$ cat src/rtl/uart_pkg.sv
// Shared UART definitions: state codes, widths and parity helpers.
// Imported by both the transmitter and the receiver side.
package uart_pkg;

  localparam int DEFAULT_CLK_DIV = 434;
  localparam int DATA_BITS       = 8;

  localparam logic PAR_EVEN = 1'b0;
  localparam logic PAR_ODD  = 1'b1;

  localparam logic [2:0] ST_IDLE   = 3'd0;
  localparam logic [2:0] ST_START  = 3'd1;
  localparam logic [2:0] ST_DATA   = 3'd2;
  localparam logic [2:0] ST_PARITY = 3'd3;
  localparam logic [2:0] ST_STOP   = 3'd4;

  function automatic logic parity_of(
    input logic [DATA_BITS-1:0] d,
    input logic                 odd
  );
    return (^d) ^ odd;
  endfunction

endpackage

$ cat src/rtl/uart_baud_gen.sv
// Restartable bit-period counter; bit_tick marks the last cycle of a bit.
// Wraps on its own, so consecutive bits need no restart.
module uart_baud_gen
  import uart_pkg::*;
#(
  parameter int CLK_DIV = DEFAULT_CLK_DIV
) (
  input  logic clk,
  input  logic rst_n,
  input  logic restart,
  output logic bit_tick
);

  localparam int            CW   = $clog2(CLK_DIV);
  localparam logic [CW-1:0] LAST = CW'(CLK_DIV - 1);

  logic [CW-1:0] cnt_q;
  logic [CW-1:0] cnt_d;

  assign bit_tick = (cnt_q == LAST);

  // next count: hold at zero on restart, wrap at the end of a bit
  always_comb begin
    cnt_d = cnt_q + 1'b1;
    if (restart || bit_tick) begin
      cnt_d = '0;
    end
  end

  // counter register
  always_ff @(posedge clk or negedge rst_n) begin
    if (!rst_n) begin
      cnt_q <= '0;
    end else begin
      cnt_q <= cnt_d;
    end
  end

endmodule

$ cat src/rtl/uart_tx.sv
// 8N1-style UART transmitter, LSB first, optional parity, 1 or 2 stops.
// A one-byte holding register lets frames run back to back.
module uart_tx
  import uart_pkg::*;
#(
  parameter int CLK_DIV    = DEFAULT_CLK_DIV,
  parameter int STOP_BITS  = 1,
  parameter int PARITY_EN  = 0,
  parameter int PARITY_ODD = 0
) (
  input  logic       clk,
  input  logic       rst_n,
  input  logic       tx_valid,
  input  logic [7:0] tx_data,
  output logic       tx_ready,
  output logic       txd,
  output logic       tx_busy,
  output logic       tx_done
);

  localparam logic ODD_SEL = (PARITY_ODD != 0) ? PAR_ODD : PAR_EVEN;
  localparam logic LAST_SB = 1'(STOP_BITS - 1);

  logic [2:0] state_q, state_d;
  logic [7:0] hold_q, hold_d;
  logic       hold_full_q, hold_full_d;
  logic [7:0] shift_q, shift_d;
  logic       par_q, par_d;
  logic [2:0] idx_q, idx_d;
  logic       stop_q, stop_d;
  logic       txd_q, txd_d;

  logic bit_tick;
  logic accept;
  logic load;
  logic last_stop;

  uart_baud_gen #(
    .CLK_DIV (CLK_DIV)
  ) u_baud (
    .clk      (clk),
    .rst_n    (rst_n),
    .restart  (state_q == ST_IDLE),
    .bit_tick (bit_tick)
  );

  assign accept    = tx_valid & ~hold_full_q;
  assign last_stop = (stop_q == LAST_SB);

  assign tx_ready = ~hold_full_q;
  assign txd      = txd_q;
  assign tx_busy  = (state_q != ST_IDLE) | hold_full_q;
  assign tx_done  = (state_q == ST_STOP) & bit_tick & last_stop;

  // frame sequencing, holding register and line value
  always_comb begin
    state_d     = state_q;
    hold_d      = hold_q;
    hold_full_d = hold_full_q;
    shift_d     = shift_q;
    par_d       = par_q;
    idx_d       = idx_q;
    stop_d      = stop_q;
    txd_d       = txd_q;
    load        = 1'b0;

    if (accept) begin
      hold_d      = tx_data;
      hold_full_d = 1'b1;
    end

    unique case (state_q)
      ST_IDLE: begin
        txd_d = 1'b1;
        load  = hold_full_q;
      end
      ST_START: begin
        if (bit_tick) begin
          state_d = ST_DATA;
          txd_d   = shift_q[0];
          shift_d = shift_q >> 1;
          idx_d   = 3'd0;
        end
      end
      ST_DATA: begin
        if (bit_tick) begin
          if (idx_q == 3'd7) begin
            if (PARITY_EN != 0) begin
              state_d = ST_PARITY;
              txd_d   = par_q;
            end else begin
              state_d = ST_STOP;
              txd_d   = 1'b1;
              stop_d  = 1'b0;
            end
          end else begin
            idx_d   = idx_q + 3'd1;
            txd_d   = shift_q[0];
            shift_d = shift_q >> 1;
          end
        end
      end
      ST_PARITY: begin
        if (bit_tick) begin
          state_d = ST_STOP;
          txd_d   = 1'b1;
          stop_d  = 1'b0;
        end
      end
      ST_STOP: begin
        if (bit_tick) begin
          if (last_stop) begin
            if (hold_full_q) begin
              load = 1'b1;
            end else begin
              state_d = ST_IDLE;
            end
          end else begin
            stop_d = 1'b1;
          end
        end
      end
      default: begin
        state_d = ST_IDLE;
        txd_d   = 1'b1;
      end
    endcase

    if (load) begin
      state_d     = ST_START;
      shift_d     = hold_q;
      par_d       = parity_of(hold_q, ODD_SEL);
      hold_full_d = 1'b0;
      txd_d       = 1'b0;
    end
  end

  // state registers
  always_ff @(posedge clk or negedge rst_n) begin
    if (!rst_n) begin
      state_q     <= ST_IDLE;
      hold_q      <= '0;
      hold_full_q <= 1'b0;
      shift_q     <= '0;
      par_q       <= 1'b0;
      idx_q       <= '0;
      stop_q      <= 1'b0;
      txd_q       <= 1'b1;
    end else begin
      state_q     <= state_d;
      hold_q      <= hold_d;
      hold_full_q <= hold_full_d;
      shift_q     <= shift_d;
      par_q       <= par_d;
      idx_q       <= idx_d;
      stop_q      <= stop_d;
      txd_q       <= txd_d;
    end
  end

endmodule

$ cat config.mk
export PLATFORM = sky130hd
export DESIGN_NAME = uart_tx
export DESIGN_NICKNAME = d
export VERILOG_FILES = /design/src/rtl/uart_pkg.sv /design/src/rtl/uart_baud_gen.sv /design/src/rtl/uart_tx.sv
export SDC_FILE = /design/constraint.sdc
export NUM_CORES = 1
export LEC_CHECK = 0
export CORE_ASPECT_RATIO = 0.6
export CORE_MARGIN = 2
export CORE_UTILIZATION = 30
export CTS_BUF_LIST = sky130_fd_sc_hd__clkbuf_8
export CTS_CLUSTER_DIAMETER = 100
export DETAILED_ROUTE_END_ITERATION = 10
export PLACE_DENSITY_LB_ADDON = 0.2
export SLEW_MARGIN = 20
export SYNTH_ARGS = -nofsm -noshare
export SYNTH_HDL_FRONTEND = slang
export SYNTH_SLANG_ARGS = --single-unit
$ cat constraint.sdc
create_clock -name clk -period 3.6 [get_ports clk]
set_clock_uncertainty 0.05 [all_clocks]
set_input_delay 0.9 -clock clk [delete_from_list [all_inputs] [get_ports clk]]
set_output_delay 0.9 -clock clk [all_outputs]
set_load 0.05 [all_outputs]
==> results.yml, run 1 <==
route:
  detail_route.vias_per_cell: 4.677
  totalWireLength_um: 2866
  dr.first_iter.drc_count: 38
  ant_nets: 0
  vias: 1029
  wl_per_cell_um: 13.03
  drcViolationCount: 0
  dr.pass1.iters: 4
sta:
  fin_crit_ns: 3.397
  finalSetupViolations: 0
  slew_headroom_pct: 48.59
  hold_viol: 0
  tns_ns: 0
  rsz0062_at_grt: "no"
  timing.final.crit_share_pct: 94.37
  maxSlewViolCount: 0
  worstMarginPinSlew_ns: 0.7696
  fmax_mhz: 294.3
  hold_ws_ns: 0.4442
synthesis:
  synth.area.top_cells: "dfrtp_1 (51%), mux2_2 (16%), nor2_1 (3.8%)"
  synth_largest_area_cell: "dfrtp_1"
  synth_fp_nets: 152
  async_flop_share_pct: 100.0
  synth_cells: 137
  synth_edf_count: 0
  synth_area_um2: 1570
  synth_top_area_share_pct: 51.00
  synth.distinct_cells: 33
  synth_seq_cells: 33
  synth.avg_cell_area_um2: 11.46
  synth-main-ff-cell: "dfrtp_1"
  yosysMostFrequentCell: "dfrtp_1"
  synth_common_cells: "dfrtp_1 (32), mux2_2 (22), nor2_1 (16)"
  yosysWarnings: 0
  ys_seq_area_share_pct: 52.67
cts:
  cts_setup_buffers: 0
  cts_buffer_depth: 2
  tritoncts: "done"
  clkTransAtPathRegs_ns: 0.06
  insertion_delay_ns: 0.28
  htreeDepth: 2
  cts_sinks: 33
  cts_buffers: 5
  ctsHoldBuffers: 0
  cts-root-buf: "clkbuf_8"
  ctsResizeCount: 0
place:
  gp_congestion: 0.7336
  dp_hpwl_um: 2026
  portBuffers: 14
critical_path:
  setup.worst_path.class: "register to output port"
  startpoint: "u_baud.cnt_q[1]"
  reg2reg_depth: 7
  cp.required_ns: 2.65
  r2r_setup_slack_ns: 1.36
  reg2reg_from: "u_baud.cnt_q[1]"
  worstSetupEndpointType: "output port"
  cp_max_fo: 6
  reg2reg_to: "shift_q[1]"
  start_kind: "register"
  cp.arrival_ns: 2.45
grt:
  first_global_vias: 1066
  grt-ovfl-total: 0
  grt_pass1_wl_um: 4961
  antenna_found_initial: 0
  grt_usage_pct: 11.13
  grt_max_degree: 34
power:
  leakagePower_uw: 0.0008266
  power_density_nw_per_um2: 643.4
  vdd_drop_max_mv: 0.2073
die:
  dieHeight_um: 60.04
  ios: 15
  rows: 20
  start_util_pct: 31.06
  dieArea_um2: 5848
  core_area_um2: 5055
  die_w_um: 97.40
hold_path:
  min-delay-start: "u_baud.cnt_q[0]"
  holdPathEnd: "u_baud.cnt_q[0]"
  hp-class: "register to register"
  worstHoldPathCells: 1
finish:
  post-route-util_pct: 36.78
  fillCellCount: 498
  synthToLayoutAreaGrowth_pct: 18.41
  drive_gt1_share_pct: 24.68
  nNetsFinal: 169
  diodes: 0
run:
  max_cap_violations: 0
outcome:
  status: "finished clean"
-- worst max-delay path, stage by stage, from the launching register on --
cell and delay, ns:
dfrtp_1 0.40, inv_1 0.06, ha_1 0.14, nand4_1 0.13, or4_4 0.48, nor2_1 0.15, clkdlybuf4s50_1 0.81
-- final cells by class --
class	instances	area, um2	area share (%)
Clock buffer	6	82.58	4.441
Clock inverter	1	3.754	0.2019
Inverter	5	18.77	1.009
Multi-Input combinational cell	94	696.9	37.48
Sequential cell	33	827.0	44.48
Tap cell	66	82.58	4.441
Timing Repair Buffer	15	147.6	7.941
-- stage by stage --
stage                     area (um2)  power [uW]  setup WS (ns)  cells
after floorplan                 1570       836.0         0.8549    137
after global placement          1773       916.6         0.5602    213
after detailed placement        1773       932.4         0.5044    213
after CTS                       1859        1212         0.1953    220
after global routing            1859        1277        0.07011    220
final                           1859        1196         0.2025    220
-- per-layer routing --
metal	GRT usage (%)	wire, um	up-vias	share of wire, %
met3	3.158	90	8	3.1
met5	0	0	-	0
met4	6.548	65	0	2.3
met1	14.08	1473	499	51
met2	17.44	1235	17	43
li1	-	-	505	-
-- state kept, by name, summed over array words and instances, names as in the netlist --
| name | flops |
|---|---|
| hold_full_q | 1 |
| hold_q | 8 |
| idx_q | 3 |
| shift_q | 8 |
| state_q | 3 |
| txd | 1 |
| u_baud.cnt_q | 9 |
-- power by group --
part / switching [uW] / total (uW) / internal (uW)
Clock: 126 / 275 / 149
Combinational: 142 / 324 / 182
Sequential: 91.7 / 597 / 505
Total: 360 / 1200 / 836
-- cell families after synthesis --
kind of cell / synth area share, %
muxes: 16.41
DFF: 52.67
buffers and inverters: 2.948
and+or+nand+nor: 14.02
AOI/OAI and AO/OA: 6.853
xor gates and xnor gates: 3.904
adders and majority gates: 3.187
-- worst max path at each step --
stage	to	slack, ns	depth (start not counted)
after detailed placement	tx_done	0.50	6
final	tx_done	0.20	6
after floorplan	tx_done	0.85	5
after global routing	tx_done	0.07	6
after global placement	tx_done	0.56	6
after CTS	tx_done	0.20	6
-- layout by cell type (no fill, tap or decap), types with 3 or more instances in the layout --
| cell type | Yosys | layout |
|---|---|---|
| a21oi_1 | 4 | 4 |
| clkbuf_8 | 0 | 6 |
| clkdlybuf4s50_1 | 0 | 14 |
| dfrtp_1 | 32 | 32 |
| ha_1 | 4 | 4 |
| inv_1 | 5 | 6 |
| mux2_2 | 22 | 22 |
| nand2_1 | 9 | 9 |
| nand3_1 | 4 | 4 |
| nor2_1 | 16 | 16 |
| o21ai_0 | 7 | 7 |
| xnor2_1 | 4 | 4 |
| xor2_1 | 3 | 3 |
Power figures use the tool's default switching activity.
==> inputs of run 2 (changes only) <==
- CORE_ASPECT_RATIO: 0.6 -> 1.25
- CORE_MARGIN: 2 -> 10
- HOLD_SLACK_MARGIN: not set -> 0.03
==> run 2 against run 1 <==
  * Critical path depth did not move
  * Count of clock-buffer cells in the layout unchanged
  * Clock power up 28%
  * First-iteration DRC count shrank 18%
  * Non-clock buffer count unchanged
  * Worst hold slack lost 0.0056 ns
  * Fmax is 0.99% higher
  * Wire length increased by 0.42%
  * Highest routed layer unchanged
==> results.yml, run 2 (synthesized netlist as in run 1, its figures left out) <==
critical_path:
  path_delay_family: "buffers and inverters"
  setup.worst_path.class: "register to output port"
  slowest_delay_ns: 0.81
  start_kind: "register"
  cp.required_ns: 2.65
  cp.arrival_ns: 2.41
  cp.buffers_inverters: 2
  path_cells: "inv_1 > ha_1 > nand4_1 > or4_4 > nor2_1 > clkdlybuf4s50_1"
  r2r_setup_slack_ns: 1.38
  worstSetupEndpointType: "output port"
  cp_max_fo: 6
  slowest_stage: "clkdlybuf4s50_1"
finish:
  synthToLayoutAreaGrowth_pct: 20.00
  final_common_cell: "dfrtp_1"
  largestRegisters: "u_baud.cnt_q (9), hold_q (8), shift_q (8)"
  fillCellCount: 520
  stdcell_count: 217
  multi_input_area_um2: 696.9
  post-route-util_pct: 37.09
  drive_gt1_share_pct: 25.16
  largest_register_ffs: 9
  nNetsFinal: 169
  layout_common_cells: "dfrtp_1 (32), mux2_2 (22), nor2_1 (16)"
  diodes: 0
  regMostFlops: "u_baud.cnt_q"
  register_area_um2: 827.0
place:
  gp_congestion: 0.7142
  place_inst: 209
  dp_hpwl_um: 2102
  portBuffers: 14
cts:
  cts_buffers: 5
  cts_sinks: 33
  cts_setup_buffers: 0
  cts-root-buf: "clkbuf_8"
  tritoncts: "done"
  cts_buffer_depth: 2
  insertion_delay_ns: 0.28
  ctsResizeCount: 0
  ctsHoldBuffers: 0
  clkTransAtPathRegs_ns: 0.07
  htreeDepth: 2
sta:
  finalSetupViolations: 0
  rsz0062_at_grt: "no"
  slew_headroom_pct: 47.31
  worstMarginPinSlew_ns: 0.7887
  hold_viol: 0
  fin_crit_ns: 3.364
  tns_ns: 0
  fmax_mhz: 297.3
  maxSlewViolCount: 0
  hold_ws_ns: 0.4386
  timing.final.crit_share_pct: 93.45
route:
  dr.pass1.iters: 4
  ant_nets: 0
  totalWireLength_um: 2878
  wl_per_cell_um: 13.26
  dr.first_iter.drc_count: 31
  detail_route.vias_per_cell: 4.825
  drcViolationCount: 0
  vias: 1047
power:
  power_switching_uw: 357.4
  pwr-share-seq_pct: 46.9
  p_int_uw: 909.3
  swShare_pct: 28.21
  p_total_uw: 1267
  power_density_nw_per_um2: 672.2
  combPwrFrac_pct: 25.3
  vdd_drop_max_mv: 0.2388
  pwr-share-clk_pct: 27.8
  leakagePower_uw: 0.0008407
grt:
  first_global_vias: 1106
  grt_usage_pct: 7.220
  grt_max_degree: 34
  antenna_found_initial: 0
  grt-ovfl-total: 0
  grt_pass1_wl_um: 5002
die:
  core_area_um2: 5080
  ios: 15
  die_w_um: 84.71
  rows: 29
  dieHeight_um: 100.9
  start_util_pct: 30.91
  dieArea_um2: 8546
run:
  max_cap_violations: 0
hold_path:
  hp-class: "register to register"
outcome:
  status: "finished clean"
[run 2: path summary, 6_finish.rpt]
| path | from | depth (start not counted) | end |
|---|---|---|---|
| setup / recovery | u_baud.cnt_q[1] | 6 | tx_done |
| hold / removal | idx_q[2] | 2 | idx_q[2] |
| setup reg to reg | u_baud.cnt_q[1] | 7 | shift_q[1] |
| hold reg to reg | idx_q[2] | 2 | idx_q[2] |
| max in group asynchronous | rst_n | 2 | txd |
| min in group asynchronous | rst_n | 2 | state_q[2] |
[run 2: worst min-delay path, delay by kind of cell (launching register included)]
| family | cells | cell delay, ns |
|---|---|---|
| AO/OA/AOI/OAI | 1 | 0.06 |
| AND/OR/NAND/NOR | 1 | 0.05 |
| flip-flops | 1 | 0.35 |
[run 2: power by group through the flow]
stage	clock [uW]	sequential (uW)	combinational [uW]
2_1_floorplan	0	595	241
3_3_place_gp	0	594	320
4_1_cts	367	595	329
3_5_place_dp	0	601	328
5_1_grt	379	612	363
6_report	352	593	321
[run 2: layer usage]
layer	routed length [um]	track usage, %	vias to the layer above	part of all wire [%]
met5	0	0	-	0
met4	85	4.949	0	3.0
met3	150	2.994	9	5.2
met2	1424	11.87	19	49
met1	1218	7.322	511	42
li1	-	-	508	-
[run 2: area by class of cell]
| cell class | count | share of cell area, % |
|---|---|---|
| repair buffers | 15 | 7.835 |
| inverters | 5 | 0.9960 |
| flip-flops and latches | 33 | 43.89 |
| well taps | 62 | 4.117 |
| multi-input cells | 94 | 36.99 |
| clock inverters | 2 | 1.793 |
| clock buffers | 6 | 4.382 |
[run 2: through the flow]
step | area (um2) | setup slack, ns
4_1_cts | 1884 | 0.1975
6_report | 1884 | 0.2360
3_5_place_dp | 1768 | 0.5092
3_3_place_gp | 1768 | 0.5613
2_1_floorplan | 1570 | 0.8549
5_1_grt | 1884 | 0.1196
